### config.mk
export PLATFORM = sky130hd
export DESIGN_NAME = pwm_ctrl_gen
export DESIGN_NICKNAME = d
export VERILOG_FILES = /design/src/rtl/pwm_ctrl_gen.sv
export SDC_FILE = /design/constraint.sdc
export NUM_CORES = 1
export LEC_CHECK = 0
export CELL_PAD_IN_SITES_DETAIL_PLACEMENT = 2
export CELL_PAD_IN_SITES_GLOBAL_PLACEMENT = 2
export CORE_MARGIN = 1.5
export CORE_UTILIZATION = 37
export DETAILED_ROUTE_END_ITERATION = 10
export PLACE_DENSITY_LB_ADDON = 0.1
export SLEW_MARGIN = 15
export SYNTH_ARGS = -nofsm -noshare
export SYNTH_HDL_FRONTEND = slang
export SYNTH_SLANG_ARGS = --single-unit
### constraint.sdc
create_clock -name clk -period 8.4 [get_ports clk]
set_clock_uncertainty 0.2 [all_clocks]
set_input_delay 1.68 -clock clk [delete_from_list [all_inputs] [get_ports clk]]
set_output_delay 1.68 -clock clk [all_outputs]
set_load 0.01 [all_outputs]
### src/rtl/pwm_ctrl_gen.sv
// pwm_ctrl_gen: programmable PWM source driving current_switch.ctrl.
// Period and high-time come in through a valid/ready config port. They are
// double-buffered and only take effect at a period boundary, or from IDLE.
module pwm_ctrl_gen #(
    parameter int unsigned CNT_WIDTH      = 16,
    parameter int unsigned DEFAULT_PERIOD = 100,
    parameter int unsigned DEFAULT_HIGH   = 50,
    parameter int unsigned CYC_WIDTH      = 32
) (
    input  logic                 clk,
    input  logic                 rst_n,
    input  logic                 en,
    input  logic                 cfg_valid,
    output logic                 cfg_ready,
    input  logic [CNT_WIDTH-1:0] cfg_period,
    input  logic [CNT_WIDTH-1:0] cfg_high,
    output logic                 ctrl,
    output logic                 period_start,
    output logic [CYC_WIDTH-1:0] cycles
);

    localparam logic [CNT_WIDTH-1:0] P_DEF_PERIOD = CNT_WIDTH'(DEFAULT_PERIOD);
    localparam logic [CNT_WIDTH-1:0] P_DEF_HIGH   =
        CNT_WIDTH'((DEFAULT_HIGH > DEFAULT_PERIOD) ? DEFAULT_PERIOD : DEFAULT_HIGH);

    typedef enum logic {
        IDLE,
        RUN
    } state_t;

    state_t                 r_state;
    logic [CNT_WIDTH-1:0]   r_cnt;
    logic [CNT_WIDTH-1:0]   r_act_period;
    logic [CNT_WIDTH-1:0]   r_act_high;
    logic [CNT_WIDTH-1:0]   r_pend_period;
    logic [CNT_WIDTH-1:0]   r_pend_high;
    logic                   r_pend_full;
    logic                   r_cfg_ready;
    logic                   r_ctrl;
    logic                   r_period_start;
    logic [CYC_WIDTH-1:0]   r_cycles;

    logic [CNT_WIDTH-1:0]   w_san_period;
    logic [CNT_WIDTH-1:0]   w_san_high;
    logic                   w_take;
    logic                   w_boundary;
    logic                   w_apply;
    logic [CNT_WIDTH-1:0]   w_act_period_nxt;
    logic [CNT_WIDTH-1:0]   w_act_high_nxt;
    logic [CNT_WIDTH-1:0]   w_cnt_inc;

    // Sanitise incoming config and decide when the pending buffer is applied
    always_comb begin
        w_san_period     = (cfg_period == '0) ? CNT_WIDTH'(1) : cfg_period;
        w_san_high       = (cfg_high > w_san_period) ? w_san_period : cfg_high;
        w_take           = cfg_valid && r_cfg_ready;
        w_boundary       = (r_cnt == (r_act_period - CNT_WIDTH'(1)));
        // IDLE applies unconditionally; RUN only at a boundary while enabled
        w_apply          = r_pend_full && ((r_state == IDLE) || (en && w_boundary));
        w_act_period_nxt = w_apply ? r_pend_period : r_act_period;
        w_act_high_nxt   = w_apply ? r_pend_high   : r_act_high;
        w_cnt_inc        = r_cnt + CNT_WIDTH'(1);
    end

    // Config buffering, run/idle FSM, tick counter and registered outputs
    always_ff @(posedge clk) begin
        if (!rst_n) begin
            r_state        <= IDLE;
            r_cnt          <= '0;
            r_act_period   <= P_DEF_PERIOD;
            r_act_high     <= P_DEF_HIGH;
            r_pend_period  <= '0;
            r_pend_high    <= '0;
            r_pend_full    <= 1'b0;
            r_cfg_ready    <= 1'b1;
            r_ctrl         <= 1'b0;
            r_period_start <= 1'b0;
            r_cycles       <= '0;
        end else begin
            r_act_period <= w_act_period_nxt;
            r_act_high   <= w_act_high_nxt;

            // A transfer needs cfg_ready=1, which implies the buffer is empty,
            // so a load and an apply never coincide.
            if (w_apply) begin
                r_pend_full <= 1'b0;
            end else if (w_take) begin
                r_pend_period <= w_san_period;
                r_pend_high   <= w_san_high;
                r_pend_full   <= 1'b1;
            end

            // cfg_ready reopens one edge after the buffer has been emptied
            if (w_take) begin
                r_cfg_ready <= 1'b0;
            end else if (!r_pend_full && !r_cfg_ready) begin
                r_cfg_ready <= 1'b1;
            end

            case (r_state)
                IDLE: begin
                    r_cnt <= '0;
                    if (en) begin
                        r_state        <= RUN;
                        r_period_start <= 1'b1;
                        r_cycles       <= r_cycles + CYC_WIDTH'(1);
                        r_ctrl         <= (w_act_high_nxt != '0);
                    end else begin
                        r_period_start <= 1'b0;
                        r_ctrl         <= 1'b0;
                    end
                end
                RUN: begin
                    if (!en) begin
                        r_state        <= IDLE;
                        r_cnt          <= '0;
                        r_period_start <= 1'b0;
                        r_ctrl         <= 1'b0;
                    end else if (w_boundary) begin
                        r_cnt          <= '0;
                        r_period_start <= 1'b1;
                        r_cycles       <= r_cycles + CYC_WIDTH'(1);
                        r_ctrl         <= (w_act_high_nxt != '0);
                    end else begin
                        r_cnt          <= w_cnt_inc;
                        r_period_start <= 1'b0;
                        r_ctrl         <= (w_cnt_inc < r_act_high);
                    end
                end
                default: begin
                    r_state        <= IDLE;
                    r_cnt          <= '0;
                    r_period_start <= 1'b0;
                    r_ctrl         <= 1'b0;
                end
            endcase
        end
    end

    assign cfg_ready    = r_cfg_ready;
    assign ctrl         = r_ctrl;
    assign period_start = r_period_start;
    assign cycles       = r_cycles;

endmodule

==> impl_metrics.env <==
export IMPL_drive_gt1_frac=0.0553
export IMPL_peakVddDrop_uv=152
export IMPL_clockBufferDepth=2
export IMPL_placed_area_sq_um=7050
export IMPL_io_buffers=70
export IMPL_cts_buffers=17
export IMPL_ios=71
export IMPL_cts_root_buf="clkbuf_16"
export IMPL_postRouteAntennaNets=0
export IMPL_syn_avg_cell_area_sq_um=8.77
export IMPL_num_rows=47
export IMPL_die_height_microns=133
export IMPL_fin_setup_tns_ps=0
export IMPL_start_util=0.377
export IMPL_track_usage=0.232
export IMPL_ys_seq_elements=117
export IMPL_fmax_mhz=201
export IMPL_ys_warn_count=0
export IMPL_areaGrowthSynthToFinish_pct=23.0
export IMPL_p_per_area_nw_per_um2=194
export IMPL_slew_viol_final=0
export IMPL_pre_cts_ws_ps=3340
export IMPL_rsz0062_at_grt="false"
export IMPL_post_drt_wl_per_cell_microns=19.5
export IMPL_synth_area_leaders="dfxtp_1, mux2i_1, ha_1"
export IMPL_die_area_sq_um=17600
export IMPL_post_route_util=0.464
export IMPL_place_detailed_hpwl_microns=14600
export IMPL_cts_hold_buf=0
export IMPL_cp_arrival_ps=5110
export IMPL_stdcell_area_sq_um=7640
export IMPL_clk_pin_slew_worst_paths_ps=60
export IMPL_antenna_found_initial=0
export IMPL_cts_tree="built"
export IMPL_dominantRegCellSynth="dfxtp_1"
export IMPL_cp_end_kind="register"
export IMPL_synth_nets=778
export IMPL_synth_edff_count=0
export IMPL_cts_sinks=117
export IMPL_postCtsSetupRepairBufs=0
export IMPL_cts_resized=0
export IMPL_viasPerCell=5.49
export IMPL_core_sq_um=16500
export IMPL_h_tree_depth=4
export IMPL_leakage_nw=3.02
export IMPL_hold_viol_final=0
export IMPL_period_needed_ps=4980
export IMPL_grt_pass1_wl_microns=32500
export IMPL_totalWireLength_microns=19400
export IMPL_drtIter0Drc=140
export IMPL_grt_overflow_total=0
export IMPL_cp_start_kind="register"
export IMPL_worstPathMaxFanout=21
export IMPL_mostFrequentLayoutCell="dfxtp_1"
export IMPL_cpPeakStageDelay_ps=810
export IMPL_grt_pass1_vias=6173
export IMPL_setup_slack_ps=3420
export IMPL_max_cap_violations=0
export IMPL_ys_types=58
export IMPL_post_route_period_util=0.593
export IMPL_netlist_instances=708
export IMPL_drt_pass1_iterations=4
export IMPL_status="complete, no violations"
export IMPL_fin_nets=835
export IMPL_async_flop_share=0
export IMPL_hold_class="register to register"
export IMPL_layout_common_cells="dfxtp_1, nor2_1, clkdlybuf4s50_1"
export IMPL_crit_chain="inv_1 -> ha_1 -> or4b_4 -> nor3_2 -> xnor2_1 -> a2111o_1 -> o41ai_4 -> nand3_1 -> or4_1 -> a21oi_1"
export IMPL_vias=5478
export IMPL_drc=0
export IMPL_place_congestion=0.907
export IMPL_worstSetupPathType="register to register"
export IMPL_required_ps=8530
export IMPL_yosys_area_top_type_share=0.377
export IMPL_fin_cells=998
export IMPL_clkLatencyLatePin_ps=410
export IMPL_finalSetupViolCount=0
export IMPL_crit_path_top_delay_cell="nand3_1"
export IMPL_dp_cells=966
export IMPL_grt_max_degree=77
export IMPL_ys_seq_area_frac=0.377
export IMPL_yosysTopAreaCell="dfxtp_1"
export IMPL_relSlewSlack=0.255
export IMPL_fp_dieW_microns=133
export IMPL_synth_area_sq_um=6210
export IMPL_n_antenna_cell=0
export IMPL_worst_pin_slew_ps=1120
[kinds of logic (layout without fill, tap and decap cells)]
| logic type | count (synthesis) | after routing | share of synthesized area |
|---|---|---|---|
| compound gates | 112 | 112 | 0.122 |
| simple gates | 256 | 256 | 0.214 |
| mux | 68 | 68 | 0.110 |
| buf+inv | 83 | 153 | 0.0548 |
| fa+ha+maj | 34 | 34 | 0.0685 |
| flops | 117 | 117 | 0.377 |
| xor+xnor | 38 | 38 | 0.0536 |
[critical path: cells and delay by family (launching register included)]
| family | cells | cell delay, ps |
|---|---|---|
| compound gates | 3 | 1410 |
| fa+ha+maj | 1 | 280 |
| buf+inv | 1 | 90 |
| simple gates | 4 | 2340 |
| xor+xnor | 1 | 170 |
| flops | 1 | 390 |
[cell usage after synthesis (8+ instances only)]
| cell | instances |
|---|---|
| xnor2_1 | 23 |
| buf_2 | 8 |
| nand2_1 | 25 |
| nand4_1 | 21 |
| o21ai_0 | 21 |
| a211oi_1 | 15 |
| nand3_1 | 23 |
| or4_1 | 13 |
| nor3_1 | 9 |
| mux2i_1 | 67 |
| inv_1 | 49 |
| dfxtp_1 | 117 |
| nor2b_1 | 17 |
| nor2_1 | 85 |
| or3_1 | 17 |
| xor2_1 | 15 |
| o31ai_1 | 12 |
| ha_1 | 34 |
| nor4_1 | 21 |
| clkbuf_1 | 21 |
| a21oi_1 | 32 |
[power by group]
group / total (mW) / switching (mW) / internal, mW
Clock: 0.721 / 0.275 / 0.446
Combinational: 0.159 / 0.0850 / 0.0737
Sequential: 0.601 / 0.0240 / 0.577
[flip-flops by register name, indices dropped and copies added, names as in the netlist, 16 cells and up]
| name | cells |
|---|---|
| cycles | 32 |
| r_act_high | 16 |
| r_act_period | 16 |
| r_cnt | 16 |
| r_pend_high | 16 |
| r_pend_period | 16 |
[cell type report]
type | instances | area [sq um]
Clock buffer | 18 | 439
Clock inverter | 14 | 153
Fill cell | 1775 | 8830
Inverter | 50 | 188
Multi-Input combinational cell | 508 | 3530
Sequential cell | 117 | 2340
Timing Repair Buffer | 71 | 708
Tap cell | 220 | 275
[routing by layer]
metal | share of wire | GRT usage
met3 | 0.022 | 0.0429
met4 | 0.013 | 0.0611
met1 | 0.47 | 0.291
met5 | 0 | 0
met2 | 0.50 | 0.408
[metrics by stage]
step / power [mW] / hold slack, ps
after floorplan: 0.711 / 241
after global placement: 0.762 / 264
after detailed placement: 0.773 / 300
after CTS: 1.50 / 314
after global routing: 1.54 / 346
final: 1.48 / 309
[path summary, 6_finish.rpt]
kind | endpoint | cells past startpoint | startpoint | slack (ps)
setup / recovery | cycles[31] | 10 | r_act_period[0] | 3420
hold reg to reg | cycles[23] | 2 | cycles[23] | 310
hold / removal | cycles[23] | 2 | cycles[23] | 310
setup reg to reg | cycles[31] | 10 | r_act_period[0] | 3420
No activity file was read; power rests on OpenSTA's default activity.
